File: src/rtl/stream_src_rand_if.sv
// Valid/ready stream bundle for stream_src_rand: valid, ready, last, data.
interface stream_src_rand_if #(
  parameter int DATA_W = 8
) ();
  logic              valid;
  logic              ready;
  logic              last;
  logic [DATA_W-1:0] data;

  modport master (output valid, output last, output data, input ready);
  modport slave  (input valid, input last, input data, output ready);
endinterface

File: src/rtl/stream_src_rand.sv
// Pseudo-random valid/ready stream source with packetised beats.
// A single 32-bit Galois LFSR, stepped once per beat draw, supplies the
// random data and inter-beat gaps, so a run is repeatable from SEED.
// Optional macro SRC_RAND_STATS_EN adds saturating pkt_cnt/stall_cnt outputs.
//
// state  | meaning
// IDLE   | no packet active; waits for en to start one
// GAP    | beat drawn; counting down random idle cycles before it is offered
// SEND   | valid=1; beat held until the sink takes it
module stream_src_rand #(
  parameter int          DATA_W    = 8,
  parameter int          DELAY_W   = 3,
  parameter int          PKT_LEN_W = 4,
  parameter logic [31:0] SEED      = 32'hACE12345
) (
  input  logic                 clk,
  input  logic                 rst,
  input  logic                 en,
  input  logic [1:0]           mode,
  input  logic [PKT_LEN_W-1:0] pkt_len,
  stream_src_rand_if.master    src
`ifdef SRC_RAND_STATS_EN
  ,
  output logic [15:0]          pkt_cnt,
  output logic [15:0]          stall_cnt
`endif
);

  localparam logic [31:0]          SEED_EFF = (SEED == 32'h0) ? 32'h1 : SEED;
  localparam logic [31:0]          TAPS     = 32'h80200003;
  localparam logic [PKT_LEN_W-1:0] LEN_ONE  = PKT_LEN_W'(1);
  localparam logic [DELAY_W-1:0]   GAP_ONE  = DELAY_W'(1);

  typedef enum logic [1:0] {S_IDLE, S_GAP, S_SEND} state_t;

  state_t               state_q, state_d;
  logic [31:0]          lfsr_q, lfsr_d;
  logic [DATA_W-1:0]    inc_q, inc_d;
  logic [DATA_W-1:0]    data_q, data_d;
  logic [PKT_LEN_W-1:0] idx_q, idx_d;
  logic [PKT_LEN_W-1:0] len_q, len_d;
  logic [1:0]           mode_q, mode_d;
  logic [DELAY_W-1:0]   gap_q, gap_d;

  logic [31:0]          lfsr_step;
  logic                 handshake;
  logic                 is_last;
  logic                 start;
  logic                 draw;
  logic [1:0]           draw_mode;
  logic [DATA_W-1:0]    draw_data;
  logic [DELAY_W-1:0]   draw_gap;

  // Beat draw: a new packet takes mode from the input, later beats from the latch.
  always_comb begin
    lfsr_step = lfsr_q[0] ? ((lfsr_q >> 1) ^ TAPS) : (lfsr_q >> 1);
    handshake = (state_q == S_SEND) && src.ready;
    is_last   = (idx_q == (len_q - LEN_ONE));
    start     = ((state_q == S_IDLE) && en) || (handshake && is_last && en);
    draw      = start || (handshake && !is_last);
    draw_mode = start ? mode : mode_q;
    draw_data = draw_mode[0] ? inc_q : lfsr_step[DATA_W-1:0];
    draw_gap  = draw_mode[1] ? '0 : lfsr_step[31 -: DELAY_W];
  end

  // Next-state logic.
  always_comb begin
    state_d = state_q;
    case (state_q)
      S_IDLE: if (draw) state_d = (draw_gap == '0) ? S_SEND : S_GAP;
      S_GAP:  if (gap_q == GAP_ONE) state_d = S_SEND;
      S_SEND: begin
        if (draw)           state_d = (draw_gap == '0) ? S_SEND : S_GAP;
        else if (handshake) state_d = S_IDLE;
      end
      default: state_d = S_IDLE;
    endcase
  end

  // Datapath updates: LFSR, counters and beat registers change only on a draw.
  always_comb begin
    lfsr_d = lfsr_q;
    inc_d  = inc_q;
    data_d = data_q;
    idx_d  = idx_q;
    len_d  = len_q;
    mode_d = mode_q;
    gap_d  = gap_q;
    if (state_q == S_GAP) gap_d = gap_q - GAP_ONE;
    if (draw) begin
      lfsr_d = lfsr_step;
      inc_d  = inc_q + DATA_W'(1);
      data_d = draw_data;
      gap_d  = draw_gap;
      idx_d  = idx_q + LEN_ONE;
    end
    if (start) begin
      mode_d = mode;
      len_d  = (pkt_len == '0) ? LEN_ONE : pkt_len;
      idx_d  = '0;
    end
  end

  // State and datapath registers.
  always_ff @(posedge clk or posedge rst) begin
    if (rst) begin
      state_q <= S_IDLE;
      lfsr_q  <= SEED_EFF;
      inc_q   <= '0;
      data_q  <= '0;
      idx_q   <= '0;
      len_q   <= LEN_ONE;
      mode_q  <= '0;
      gap_q   <= '0;
    end else begin
      state_q <= state_d;
      lfsr_q  <= lfsr_d;
      inc_q   <= inc_d;
      data_q  <= data_d;
      idx_q   <= idx_d;
      len_q   <= len_d;
      mode_q  <= mode_d;
      gap_q   <= gap_d;
    end
  end

  // Stream outputs decoded from state; last is qualified by valid.
  always_comb begin
    src.valid = (state_q == S_SEND);
    src.last  = (state_q == S_SEND) && is_last;
    src.data  = data_q;
  end

`ifdef SRC_RAND_STATS_EN
  logic [15:0] pkt_cnt_q, pkt_cnt_d;
  logic [15:0] stall_cnt_q, stall_cnt_d;

  // Saturating counters: completed packets and stalled valid cycles.
  always_comb begin
    pkt_cnt_d   = pkt_cnt_q;
    stall_cnt_d = stall_cnt_q;
    if (handshake && is_last && (pkt_cnt_q != 16'hFFFF))
      pkt_cnt_d = pkt_cnt_q + 16'd1;
    if ((state_q == S_SEND) && !src.ready && (stall_cnt_q != 16'hFFFF))
      stall_cnt_d = stall_cnt_q + 16'd1;
  end

  // Statistics registers.
  always_ff @(posedge clk or posedge rst) begin
    if (rst) begin
      pkt_cnt_q   <= '0;
      stall_cnt_q <= '0;
    end else begin
      pkt_cnt_q   <= pkt_cnt_d;
      stall_cnt_q <= stall_cnt_d;
    end
  end

  assign pkt_cnt   = pkt_cnt_q;
  assign stall_cnt = stall_cnt_q;
`endif

endmodule

File: src/flat_wrapper.sv
// flat-port wrapper written by rule: the top's interface ports become plain ports
module stream_src_rand_flat 
#(
  parameter int          DATA_W    = 8,
  parameter int          DELAY_W   = 3,
  parameter int          PKT_LEN_W = 4,
  parameter logic [31:0] SEED      = 32'hACE12345
)
  (clk, rst, en, mode, pkt_len, src_valid, src_last, src_data, src_ready);
  stream_src_rand_if #(.DATA_W(DATA_W)) src_i ();
  input  logic clk;
  input  logic rst;
  input  logic en;
  input  logic [1:0] mode;
  input  logic [PKT_LEN_W-1:0] pkt_len;
  output wire logic [$bits(src_i.valid)-1:0] src_valid;
  output wire logic [$bits(src_i.last)-1:0] src_last;
  output wire logic [$bits(src_i.data)-1:0] src_data;
  input wire logic [$bits(src_i.ready)-1:0] src_ready;
  assign src_valid = src_i.valid;
  assign src_last = src_i.last;
  assign src_data = src_i.data;
  assign src_i.ready = src_ready;
  stream_src_rand #(.DATA_W(DATA_W), .DELAY_W(DELAY_W), .PKT_LEN_W(PKT_LEN_W), .SEED(SEED)) u_core (.clk(clk), .rst(rst), .en(en), .mode(mode), .pkt_len(pkt_len), .src(src_i));
endmodule
File: config.mk
export PLATFORM = sky130hd
export DESIGN_NAME = stream_src_rand_flat
export DESIGN_NICKNAME = d
export VERILOG_FILES = /design/src/rtl/stream_src_rand_if.sv /design/src/rtl/stream_src_rand.sv /design/src/flat_wrapper.sv
export SDC_FILE = /design/constraint.sdc
export NUM_CORES = 1
export LEC_CHECK = 0
export ABC_AREA = 1
export BUFFER_PORTS_ARGS = -buffer_cell sky130_fd_sc_hd__buf_2
export CELL_PAD_IN_SITES_DETAIL_PLACEMENT = 0
export CELL_PAD_IN_SITES_GLOBAL_PLACEMENT = 1
export CORE_ASPECT_RATIO = 1.75
export CORE_UTILIZATION = 45
export CTS_CLUSTER_SIZE = 16
export DETAILED_ROUTE_END_ITERATION = 10
export HOLD_SLACK_MARGIN = 0.08
export PLACE_DENSITY = 0.81
export RECOVER_POWER = 100
export SKIP_CTS_REPAIR_TIMING = 1
export SLEW_MARGIN = 25
export SYNTH_ARGS = -nofsm -noshare
export SYNTH_HDL_FRONTEND = slang
export SYNTH_SLANG_ARGS = --single-unit
File: constraint.sdc
create_clock -name clk -period 2.29 [get_ports clk]
set_input_delay 0.1145 -clock clk [delete_from_list [all_inputs] [get_ports clk]]
set_output_delay 0.1145 -clock clk [all_outputs]
set_load 0.02 [all_outputs]
[Word-level counts from Yosys, hierarchy flattened]
Index checks and enable logic that the tools add are counted.
Word-level totals
  bits in registers: 63
  bits of input ports: 10
  output and inout bits: 10
  word-level logic and storage cells: 50
Operators by class
  $add $sub $neg: 4
  equality and inequality tests: 7
  multiplexer cells: 15
  bitwise gates (word level): 1
  reduce and logical (&&, ||, !) cells: 15
Operator list (number)
  $mux W32: 1
  $mux W2: 6
  $mux W4: 3
  $mux W3: 3
  $add A8 B1 Y8 const B: 1
  $mux W8: 1
  $logic_and A1 B1 Y1: 6
  $pmux W2 S3: 1
  $add A4 B1 Y4 const B: 1
  $eq A4 B4 Y1: 1
  $logic_not A4 Y1: 1
  $ne A2 B1 Y1 const B: 2
  $not A3 Y4: 1
  $reduce_bool A2 Y1: 2
  $sub A4 B1 Y4 const B: 1
  $eq A3 B1 Y1 const B: 1
  $logic_not A3 Y1: 1
  $ne A3 B1 Y1 const B: 1
  $reduce_and A3 Y1: 1
  $sub A3 B1 Y3 const B: 1
  $eq A2 B1 Y1 const B: 1
  $eq A2 B2 Y1 const B: 1
  $logic_not A2 Y1: 1
  $logic_or A1 B1 Y1: 2
  $logic_not A1 Y1: 1

[Longest topological paths before layout]
  depth in word-level cells: 11
  depth in mapped cells: 16
  gate-level depth less buffers: 15

[Worst setup path after synthesis]
OpenSTA, ideal clock, no wires.
  path kind: register -> register
  from: register u_core.len_q[0]
  to: register u_core.inc_q[3]
  setup time: 0.123 ns
  data arrival time: 1.967 ns
  data required time: 2.167 ns
  setup slack: 0.199 ns
  stages on the path, launching flop included: 14
  buffers on the path: 2
  clock period less this slack: 2.091 ns
  cells stage by stage: dfstp_2 inv_2 ha_1 nand2_1 inv_1 nor2_1 nand2_1 nor2_4 nand4_2 nand3_2 buf_6 buf_8 nand2_2 xor2_1
On the way
  word-level cells in the longest chain between the ends: 6
  elaborated cells between the ends (all ways): 8
  classes of those cells: add/sub: 1; eq/ne: 1; reduce/logical: 6
Ends and longest elaborated chain
  start, declared: line stream_src_rand.sv:41  | logic [PKT_LEN_W-1:0] len_q, len_d;
  start signal, assigned: line stream_src_rand.sv:121  | len_q <= len_d;
  $sub A4 B1 Y4 *: line stream_src_rand.sv:58  | is_last = (idx_q == (len_q - LEN_ONE));
  $eq A4 B4 Y1 *: line stream_src_rand.sv:58
  $logic_and A1 B1 Y1 (2 in series): line stream_src_rand.sv:59  | start = ((state_q == S_IDLE) && en) || (handshake && is_last && en);
  $logic_or A1 B1 Y1: line stream_src_rand.sv:59
  $logic_or A1 B1 Y1 *: line stream_src_rand.sv:60  | draw = start || (handshake && !is_last);
  end signal, assigned: line stream_src_rand.sv:118  | inc_q <= inc_d;
  end, declared: line stream_src_rand.sv:38  | logic [DATA_W-1:0] inc_q, inc_d;
Mark *: on every way between the ends. The rest lies on a longest branch, timed or not.
A chain may end at the register's enable or synchronous reset.

[Final worst setup path]
  from: register u_core.len_q[0]
  to: register u_core.inc_q[7]
Same word-level chain as after synthesis.

==> summary.md <==
| Metric | Value |
|---|---|
| Status | finished, final reports clean |
| CP Launch Type | flip-flop |
| Slew margin rel. | 17.7% |
| Cells along the critical path | inv_2, ha_1, nand2_1, inv_1, nor2_1, nand2_1, nor2_4, nand4_4, nand3_4, buf_12, nand3_2, xor2_1 |
| Area occupied by multi-input gates | 1310 um^2 |
| CP Data Required Time | 2500 ps |
| Worst path slowest cell | dfstp_2 |
| Vias in the first global route | 2449 |
| Maxcap violations | 0 |
| Synthesis Warnings | 0 |
| Worst hold start | pkt_len[0] |
| Cells after Synth | 378 |
| DRT iter0 DRCs | 109 |
| CP startpoint | u_core.len_q[0] |
| Post-synthesis net count | 393 |
| Crit path capture type | flip-flop |
| Final Routed Wirelength | 6.20 mm |
| Cell Rows | 39 |
| Crit-path max cell delay | 530 ps |
| Worst EP arrival | 2370 ps |
| Reg2Reg Launch Point | u_core.len_q[0] |
| Reg area | 1600 um^2 |
| Peak supply drop | 0.798 mV |
| Largest net degree at the start of global routing | 33 |
| Final setup vio count | 0 |
| Leak | 1.91 nW |
| CTS Buffer Depth | 2 |
| Synthesis-stage register bit count | 63 |
| Number of enable flip-flop cells after synthesis | 0 |
| Die ar. | 7320 um^2 |
| First-pass iteration count of the detailed router | 4 |
| DR vias/cell | 4.93 |
| Share of cells above drive strength 1 | 19.9% |
| Initial antenna violation count | 0 |
| Global route overflow | 0 |
| Mapped Area | 3130 um^2 |
| RSZ-0062 raised after global routing | true |
| WS Path Type | reg2reg |
| Worst-margin pin slew | 1230 ps |
| Half-perimeter wire length after placement | 4.29 mm |
| ANT cells | 0 |
| FFs w/ async S/R, synth | 100% |
| Initial Utilization | 47.2% |
| Gpl congestion | 0.731 |
| CTS H-tree depth | 3 |
| Final Hold Vio Count | 0 |
| I/O pins | 20 |
| Final period util | 94.4% |
| CP Max Fanout | 23 |
| Final min period | 2160 ps |
| Root Driver | clkbuf_16 |
| Clk_lat worst skew | 320 ps |
| Fmax | 0.463 GHz |
| Cell mode on critical path | nand2_1 |
| IO buf count | 19 |
| Final instance area | 3740 um^2 |
| Core area | 6640 um^2 |
| CTS tree | done |
| Post-route core utilization | 56.4% |
| Final Instance Count excl. Fillers | 505 |
| Total GRT Usage | 19.0% |
| CTS Buf Count | 9 |
| FILL cells | 649 |
| Sequential area share after synthesis | 50.9% |
| Mean Syn Cell Area | 8.29 um^2 |
| Min-delay worst type | in2reg |
| Global-route wire length before repair | 10.7 mm |
| Die width | 65.1 um |
| DRC violations left | 0 |
| Antenna viol nets, final | 0 |
| Die Height | 112 um |
| Synth Flop Type | dfrtp_1 |
| Total number of vias | 2488 |
| Clk pin slew, worst setup/hold paths | 50 ps |
| Sink Count | 63 |
| Fin Hold WS | 89.5 ps |
| Placed insts | 482 |
| Cell Area, Placed | 3360 um^2 |
| Slew Limit Fails | 0 |
| Synth unique cells | 31 |
| Area Overhead vs Synth | 19.4% |
| Clock Skews | 3.11 ps |
| Pwr Density | 1510 nW/um^2 |
| Routed len/inst | 12.3 um |
| Nets | 434 |
report_power, final:
| part | switching, mW | internal, mW | total (mW) |
|---|---|---|---|
| logic | 1.55 | 0.946 | 2.50 |
| clock network | 0.443 | 0.783 | 1.23 |
| registers | 0.294 | 1.64 | 1.94 |
sequential cells by signal, indices dropped and copies added, names as in the netlist:
name / flops
u_core.idx_q: 4
u_core.mode_q: 2
u_core.lfsr_q: 32
u_core.gap_q: 3
u_core.inc_q: 8
u_core.src.data: 8
u_core.state_q: 2
u_core.len_q: 4
final timing paths:
path	to	slack (ps)	cells past startpoint
setup / recovery	u_core.inc_q[7]	130	12
hold / removal	u_core.len_q[0]	90	3
setup reg to reg	u_core.inc_q[7]	130	12
hold reg to reg	u_core.lfsr_q[23]	460	2
max in group asynchronous	u_core.mode_q[1]	530	4
min in group asynchronous	u_core.inc_q[4]	300	3
Yosys cell counts (2+ instances only):
master	instances	area share, %
nand4_1	2	0.40
buf_4	3	0.72
a21oi_1	2	0.32
nand3_1	39	6.2
nand3_2	2	0.64
xnor2_1	3	0.84
o21ai_2	6	1.7
dfrtp_1	48	38
clkbuf_1	2	0.24
o21ai_0	21	3.4
buf_6	5	1.8
nand2_1	128	15
xor2_1	9	2.5
ha_1	5	2.0
nor3_1	3	0.48
nor4_1	2	0.40
dfstp_2	15	13
inv_2	2	0.24
nor2_1	17	2.0
nand2_2	10	2.0
inv_1	44	5.3
layout make-up:
type                       instances  area share, %
clock buffer                      14           7.06
clock inverter                     1          0.134
inverter                          48           4.95
multi-input combinational        256           34.9
sequential                        63           42.6
tap                               82           2.74
timing repair buffer              41           7.56
critical path: cells and delay by family, from the launching register on:
kind / cells / cell delay, ps
simple gates: 7 / 810
flops: 1 / 530
fa+ha+maj: 1 / 290
buf+inv: 3 / 270
xor+xnor: 1 / 150
cell usage in the layout, fill, tap and decap left out, types with 2 or more instances in the layout:
| master | instances |
|---|---|
| nor4_1 | 2 |
| clkbuf_8 | 2 |
| xor2_1 | 9 |
| nand3_1 | 36 |
| nand2_2 | 10 |
| a21oi_1 | 2 |
| xnor2_1 | 3 |
| nand4_1 | 2 |
| o21ai_2 | 6 |
| buf_4 | 11 |
| buf_6 | 2 |
| nand3_4 | 2 |
| dlygate4sd3_1 | 4 |
| nand2_1 | 127 |
| nor2_1 | 17 |
| ha_1 | 5 |
| inv_1 | 44 |
| buf_2 | 11 |
| dfstp_2 | 15 |
| inv_2 | 2 |
| buf_12 | 2 |
| clkbuf_1 | 13 |
| nor3_1 | 3 |
| o21ai_0 | 21 |
| clkbuf_16 | 9 |
| dfrtp_1 | 48 |
| nand3_2 | 4 |
cell families (layout without fill, tap and decap cells):
group                    after synthesis  after routing  synth area share, %
AO/OA/AOI/OAI                         32             32                 6.07
XOR/XNOR                              12             12                 3.35
adder cells (fa/ha/maj)                5              5                 2.00
buffers and inverters                 60            104                 9.22
flip-flops                            63             63                 50.9
AND/OR/NAND/NOR                      206            207                 28.5
per-stage QoR:
stage / total power, mW / setup slack [ps] / setup TNS (ps)
floorplan: 3.79 / 199 / 0
global placement: 4.31 / 36.6 / 0
detailed placement: 4.35 / 45.1 / 0
CTS: 5.61 / 30.0 / 0
global route: 6.15 / -10.4 / -26.3
finish: 5.66 / 128 / 0
per-layer routing:
layer | part of all wire [%] | track usage [%]
met1 | 44 | 22.8
met2 | 51 | 32.0
met3 | 2.7 | 3.76
met4 | 2.7 | 9.28
met5 | 0 | 0
Power figures use the tool's default switching activity.
